File: config.mk
export PLATFORM = sky130hd
export DESIGN_NAME = vga_timing_gen
export DESIGN_NICKNAME = d
export VERILOG_FILES = /design/src/rtl/vga_pkg.sv /design/src/rtl/vga_axis_counter.sv /design/src/rtl/vga_timing_gen.sv
export SDC_FILE = /design/constraint.sdc
export NUM_CORES = 1
export LEC_CHECK = 0
export BUFFER_PORTS_ARGS = -buffer_cell sky130_fd_sc_hd__buf_2
export CAP_MARGIN = 5
export CORE_ASPECT_RATIO = 0.8
export CORE_MARGIN = 3
export CORE_UTILIZATION = 40
export CTS_CLUSTER_SIZE = 24
export DETAILED_ROUTE_END_ITERATION = 10
export HOLD_SLACK_MARGIN = 0.05
export PLACE_DENSITY = 0.65
export SLEW_MARGIN = 20
export SYNTH_ARGS = -nofsm -noshare
export SYNTH_HDL_FRONTEND = slang
export SYNTH_HIERARCHICAL = 1
export SYNTH_SLANG_ARGS = --single-unit
File: constraint.sdc
create_clock -name HCLK -period 2.2 [get_ports HCLK]
set_input_delay 0.11 -clock HCLK [delete_from_list [all_inputs] [get_ports HCLK]]
set_output_delay 0.11 -clock HCLK [all_outputs]
set_load 0.02 [all_outputs]
File: src/rtl/vga_pkg.sv
// Shared constants and types for the VGA timing generator.
// Default timing is 640x480@60 with an 8-bit {R3,G3,B2} pixel.
package vga_pkg;

  localparam int unsigned H_ACTIVE_DEF = 640;
  localparam int unsigned H_FP_DEF     = 16;
  localparam int unsigned H_SYNC_DEF   = 96;
  localparam int unsigned H_BP_DEF     = 48;
  localparam int unsigned V_ACTIVE_DEF = 480;
  localparam int unsigned V_FP_DEF     = 10;
  localparam int unsigned V_SYNC_DEF   = 2;
  localparam int unsigned V_BP_DEF     = 33;

  localparam int unsigned CNT_W = 10;
  localparam int unsigned RGB_W = 8;

  typedef logic [CNT_W-1:0] cnt_t;
  typedef logic [RGB_W-1:0] rgb_t;

  localparam rgb_t BORDER_RGB = 8'h1c;

  function automatic int unsigned axis_total(input int unsigned active, input int unsigned fp,
                                             input int unsigned sync, input int unsigned bp);
    return active + fp + sync + bp;
  endfunction

endpackage

File: src/rtl/vga_axis_counter.sv
// Wrapping 0..TOTAL-1 counter with enable, terminal count and a window compare.
// cnt_nxt exposes the value the counter takes on the coming edge.
module vga_axis_counter
  import vga_pkg::*;
#(
  parameter int unsigned TOTAL  = 800,
  parameter int unsigned WIN_LO = 656,
  parameter int unsigned WIN_HI = 751
) (
  input  logic             clk_div,
  input  logic             rst,
  input  logic             en,
  output logic [CNT_W-1:0] cnt,
  output logic [CNT_W-1:0] cnt_nxt,
  output logic             tc,
  output logic             in_win
);

  localparam cnt_t LAST = cnt_t'(TOTAL - 1);
  localparam cnt_t LO   = cnt_t'(WIN_LO);
  localparam cnt_t HI   = cnt_t'(WIN_HI);

  assign tc     = (cnt == LAST);
  assign in_win = (cnt >= LO) && (cnt <= HI);

  always_comb begin
    cnt_nxt = cnt;
    if (en) cnt_nxt = tc ? '0 : cnt + CNT_W'(1);
  end

  always_ff @(posedge clk_div) begin
    if (rst) cnt <= '0;
    else     cnt <= cnt_nxt;
  end

endmodule

File: src/rtl/vga_timing_gen.sv
// VGA pixel timing: HCLK/2 pixel tick, h/v counters, registered HSYNC/VSYNC/RGB one tick behind.
// Define VGA_BORDER_EN to force a green frame on the outermost visible rows/columns.
module vga_timing_gen
  import vga_pkg::*;
#(
  parameter int unsigned H_ACTIVE = H_ACTIVE_DEF,
  parameter int unsigned H_FP     = H_FP_DEF,
  parameter int unsigned H_SYNC   = H_SYNC_DEF,
  parameter int unsigned H_BP     = H_BP_DEF,
  parameter int unsigned V_ACTIVE = V_ACTIVE_DEF,
  parameter int unsigned V_FP     = V_FP_DEF,
  parameter int unsigned V_SYNC   = V_SYNC_DEF,
  parameter int unsigned V_BP     = V_BP_DEF
) (
  input  logic             HCLK,
  input  logic             HRESET,
  input  logic [RGB_W-1:0] pix_data,
  output logic             pix_en,
  output logic             pix_req,
  output logic [CNT_W-1:0] pix_x,
  output logic [CNT_W-1:0] pix_y,
  output logic             frame_start,
  output logic             HSYNC,
  output logic             VSYNC,
  output logic [RGB_W-1:0] RGB
);

  localparam int unsigned H_TOTAL = axis_total(H_ACTIVE, H_FP, H_SYNC, H_BP);
  localparam int unsigned V_TOTAL = axis_total(V_ACTIVE, V_FP, V_SYNC, V_BP);

  localparam cnt_t H_ACT_C  = cnt_t'(H_ACTIVE);
  localparam cnt_t V_ACT_C  = cnt_t'(V_ACTIVE);
  localparam cnt_t H_LAST_V = cnt_t'(H_ACTIVE - 1);
  localparam cnt_t V_LAST_V = cnt_t'(V_ACTIVE - 1);

  if (H_TOTAL > (1 << CNT_W) || V_TOTAL > (1 << CNT_W)) begin : g_bad_cfg
    $error("vga_timing_gen: line or frame total exceeds counter range");
  end

  cnt_t h_cnt, v_cnt, h_nxt, v_nxt;
  logic h_tc, v_tc_unused, h_sync_win, v_sync_win, v_en;
  logic visible, visible_nxt;
  rgb_t rgb_nxt;

  assign v_en = pix_en & h_tc;

  vga_axis_counter #(
    .TOTAL (H_TOTAL),
    .WIN_LO(H_ACTIVE + H_FP),
    .WIN_HI(H_ACTIVE + H_FP + H_SYNC - 1)
  ) u_h_cnt (
    .clk_div(HCLK),
    .rst    (HRESET),
    .en     (pix_en),
    .cnt    (h_cnt),
    .cnt_nxt(h_nxt),
    .tc     (h_tc),
    .in_win (h_sync_win)
  );

  // The vertical wrap needs no external help, so its terminal count is not consumed.
  vga_axis_counter #(
    .TOTAL (V_TOTAL),
    .WIN_LO(V_ACTIVE + V_FP),
    .WIN_HI(V_ACTIVE + V_FP + V_SYNC - 1)
  ) u_v_cnt (
    .clk_div(HCLK),
    .rst    (HRESET),
    .en     (v_en),
    .cnt    (v_cnt),
    .cnt_nxt(v_nxt),
    .tc     (v_tc_unused),
    .in_win (v_sync_win)
  );

  assign pix_x       = h_cnt;
  assign pix_y       = v_cnt;
  assign visible     = (h_cnt < H_ACT_C) && (v_cnt < V_ACT_C);
  assign visible_nxt = (h_nxt < H_ACT_C) && (v_nxt < V_ACT_C);
  assign frame_start = pix_en && (h_cnt == '0) && (v_cnt == '0);

  always_comb begin
    rgb_nxt = '0;
    if (visible) begin
`ifdef VGA_BORDER_EN
      if (h_cnt == '0 || h_cnt == H_LAST_V || v_cnt == '0 || v_cnt == V_LAST_V)
        rgb_nxt = BORDER_RGB;
      else
        rgb_nxt = pix_data;
`else
      rgb_nxt = pix_data;
`endif
    end
  end

  // pix_req is registered from the post-edge coordinate so it reads 0 while in reset.
  always_ff @(posedge HCLK) begin
    if (HRESET) begin
      pix_en  <= 1'b0;
      pix_req <= 1'b0;
      HSYNC   <= 1'b1;
      VSYNC   <= 1'b1;
      RGB     <= '0;
    end else begin
      pix_en  <= ~pix_en;
      pix_req <= visible_nxt;
      if (pix_en) begin
        HSYNC <= ~h_sync_win;
        VSYNC <= ~v_sync_win;
        RGB   <= rgb_nxt;
      end
    end
  end

endmodule

# After elaboration in Yosys (flattened, before gate mapping)
# Index checks and enable logic that the tools add are counted.
# totals
register_bits,32
latchBits,0
ram_bits,0
romBits,0
input_bits,10
memories,0
# classes
add_sub_neg,2
multipliers,0
div,0
order_cmp,8
eq_ne,2
shifts,0
mux,5
bitwise_logic,4
n_reduce_logical,8
# op_table
operator,n
10-bit 2-to-1 mux,4
"10-bit by 1-bit adder with 10-bit output, second input constant",2
"10-bit == test, second input constant",2
10-bit logical NOT,2
"10-bit less-than comparator, second input constant",2
"10-bit by 9-bit less-than comparator with 1-bit output, second input constant",2
"10-bit >= comparator, second input constant",1
"10-bit by 9-bit >= comparator with 1-bit output, second input constant",1
"10-bit less-or-equal comparator, second input constant",1
"10-bit by 9-bit less-or-equal comparator with 1-bit output, second input constant",1
8-bit 2-to-1 mux,1
1-bit logical AND,6
1-bit inverter,3
1-bit bitwise AND,1

# Logic depth before layout (Yosys ltp)
# depth
depth_word,5
mapped_depth,11

# Hierarchy
# The synthesis kept the hierarchy.
# modules_own_cells
mod,instances,cells_per_inst,area_each_um2
vga_axis_counter at u_v_cnt,1,82,666.9
vga_axis_counter at u_h_cnt,1,65,553.0
vga_timing_gen,1,43,460.4

# Worst setup path before layout
# No wires, ideal clock.
# synth_path
path_kind,register to register
start,register u_h_cnt.cnt[0]
end,register pix_req
arrival_ns,2.292
required_ns,2.079
path_slack_ns,-0.213
stages_incl_launch_ff,12
synth_period_minus_slack_ns,2.413
path_cell_list,dfxtp_1 -> ha_1 -> and3_1 -> and4_1 -> and2_1 -> buf_4 -> nand4_1 -> or3_1 -> nand2_1 -> nand4_1 -> nand2_1 -> nor3_1
# synth_via
elab_chain_cells,5
# synth_rtl
item,line_no,source
from (decl),vga_axis_counter.sv:13,"output logic [CNT_W-1:0] cnt,"
from (signal assigned),vga_axis_counter.sv:33,else cnt <= cnt_nxt;
10-bit == test,vga_axis_counter.sv:23,assign tc = (cnt == LAST);
net h_tc,vga_timing_gen.sv:41,"logic h_tc, v_tc_unused, h_sync_win, v_sync_win, v_en;"
1-bit bitwise AND,vga_timing_gen.sv:45,assign v_en = pix_en & h_tc;
net v_en,vga_timing_gen.sv:41,
10-bit 2-to-1 mux,vga_axis_counter.sv:28,if (en) cnt_nxt = tc ? '0 : cnt + CNT_W'(1);
net v_nxt[6],vga_timing_gen.sv:40,"cnt_t h_cnt, v_cnt, h_nxt, v_nxt;"
10-bit by 9-bit less-than comparator with 1-bit output,vga_timing_gen.sv:79,assign visible_nxt = (h_nxt < H_ACT_C) && (v_nxt < V_ACT_C);
1-bit logical AND,vga_timing_gen.sv:79,
to (signal assigned),vga_timing_gen.sv:106,pix_req <= visible_nxt;
to (decl),vga_timing_gen.sv:19,"output logic pix_req,"
# The timed path passes the listed nets, and every way through them passes these cells.
# A chain may end at the register's enable or synchronous reset.

# Worst setup path in the final report
# layout_path
start,register u_h_cnt.cnt[5]
end,register pix_req
# The elaborated chain is that of the path after synthesis.

==> impl_metrics.ini <==
[drt]
wl_mm = 4.58
wl_per_cell_um = 15.0
ant_nets = 0
drt_pass1_iterations = 4
drcViolationCount = 0
vias_per_cell = 5.30
drtIter0Drc = 125
vias = 1615

[pwr]
p_total_mw = 1.27
p_switching_mw = 0.293
p_comb_share_pct = 8.2
power_frac_clock_pct = 44.1
intPower_mw = 0.977
p_per_area_nw_per_um2 = 560
ir_worst_vdd_mv = 0.411
p_leak_nw = 1.04
sw_frac_of_total_pct = 23.1
pwr-share-seq_pct = 47.6

[clocking]
clockBufferDepth = 2
cts_tree = built
clock_sinks = 32
clkTransAtPathRegs_ns = 0.07
clk_latency_ns = 0.29
root_buffer = clkbuf_8
cts_inserted_buffers = 5
htreeDepth = 2

[die]
die_area_um2 = 4840
fp.dieW_um = 77.1
io_pins = 43
die_y_um = 62.9
fp-row-count = 20
initial_core_util_pct = 41.9
core_area_um2 = 3850

[run_status]
status = finished clean

[logic_synthesis]
syn_avg_cell_area_um2 = 9.08
ys_warn_count = 6
synth_fp_nets = 193
synth.cell_area_um2 = 1620
syn_inst = 178

[worst_setup_path]
arrival_ns = 2.31
required_ns = 2.41
endpoint_kind = register
cp_max_fo = 5
crit_type = reg -> reg
start_kind = register

[timing]
finClkSkew_ns = 0.00896
fin_crit_ns = 2.10
post-route-period-util_pct = 95.4
timing.fmax_mhz = 477
drv_slew = 0
finalHoldViolations = 0
worst_pin_slew_ns = 0.420
slew_headroom_pct = 71.7
setup_viol = 0

[place]
place_area_um2 = 2020
post-dp-hpwl_mm = 3.10
place_congestion = 0.872
port_buffers = 42

[job]
cap_violations = 0

[final_layout]
n_antenna_cell = 0
register_area_um2 = 649
fin_nets = 264
areaGrowthSynthToFinish_pct = 40.4
drive_gt1_share_pct = 36.8
n_fill_cell = 367
final_area_um2 = 2270
multi_input_area_um2 = 977

[global_route]
grt_max_degree = 21
grt_usage_pct = 19.6
grt_overflow_total = 0
antenna_found_initial = 0
grt_pass1_vias = 1601
grt_first_pass_wirelength_mm = 7.71

[worst_hold_path]
worstHoldPathType = in -> reg
-- layout make-up --
cell class	count	share of cell area, %
clock buffer	6	3.20
clock inverter	2	1.54
inverter	9	1.49
multi-input combinational	132	43.1
sequential	32	28.6
tap	55	3.03
timing repair buffer	69	19.1
-- registers in the layout, indices dropped and copies added, names as in the netlist --
name         cells
RGB              8
HSYNC            1
u_v_cnt/cnt     10
pix_req          1
VSYNC            1
u_h_cnt/cnt     10
pix_en           1
-- placed cells by master, fill, tap and decap left out, types with 6 or more instances in the layout --
cell / n
buf_4: 19
inv_1: 9
o21ai_0: 7
nor3_1: 6
nand4_1: 7
dfxtp_1: 27
nand2_1: 19
dlygate4sd3_1: 8
a22o_1: 8
a21oi_1: 10
buf_2: 42
-- power groups by stage --
stage          Clock [mW]  Combinational [mW]  Sequential (mW)
6_report            0.561               0.104            0.605
3_5_place_dp            0              0.0930            0.617
2_1_floorplan           0              0.0358            0.635
3_3_place_gp            0              0.0918            0.618
4_1_cts             0.570               0.103            0.605
5_1_grt             0.599               0.113            0.607
-- path summary, 6_finish.rpt --
path | startpoint | to | slack (ns) | depth (start not counted)
worst max-delay path | u_h_cnt/cnt[5] | pix_req | 0.10 | 10
worst min-delay path | HRESET | u_h_cnt/cnt[0] | 0.23 | 2
worst max register to register | u_h_cnt/cnt[5] | pix_req | 0.10 | 10
worst min register to register | RGB[2] | RGB[2] | 0.48 | 1
-- worst max-delay path, cell delays in order, from the launching register on --
cell and delay (ns):
dfxtp_2 0.34, nor4b_4 0.32, and4_1 0.26, and2_4 0.18
nand4_4 0.12, buf_4 0.18, o31ai_2 0.25, nand2_1 0.10
nand4_1 0.10, nand2_1 0.07, nor3_2 0.11
-- per-stage QoR --
stage | hold slack (ns) | std cells | utilization, % | setup slack (ns) | TNS [ns]
finish | 0.227 | 305 | 58.9 | 0.102 | 0
global route | 0.238 | 305 | 58.9 | -0.0125 | -0.0125
CTS | 0.213 | 304 | 57.6 | 0.0194 | 0
detailed placement | 0.337 | 288 | 52.5 | 0.0141 | 0
global placement | 0.327 | 288 | 52.5 | 0.110 | 0
floorplan | 0.179 | 178 | - | 0.0146 | 0
-- routing by layer --
layer	track usage [%]	vias to the layer above	part of all wire (%)
li1	-	798	-
met1	25.5	755	47
met2	31.0	55	45
met3	5.91	7	6.5
met4	6.44	0	1.1
met5	0	-	0
-- repair_timing --
item | CTS | global route
endpoints found under the setup margin | 1 | 3
setup buffers | 0 | 1
hold buffers | 8 | 0
gates resized for setup | 1 | 9
endpoints found under the hold margin | 8 | 0
pin swaps | 0 | 2
Power figures use the tool's default switching activity.
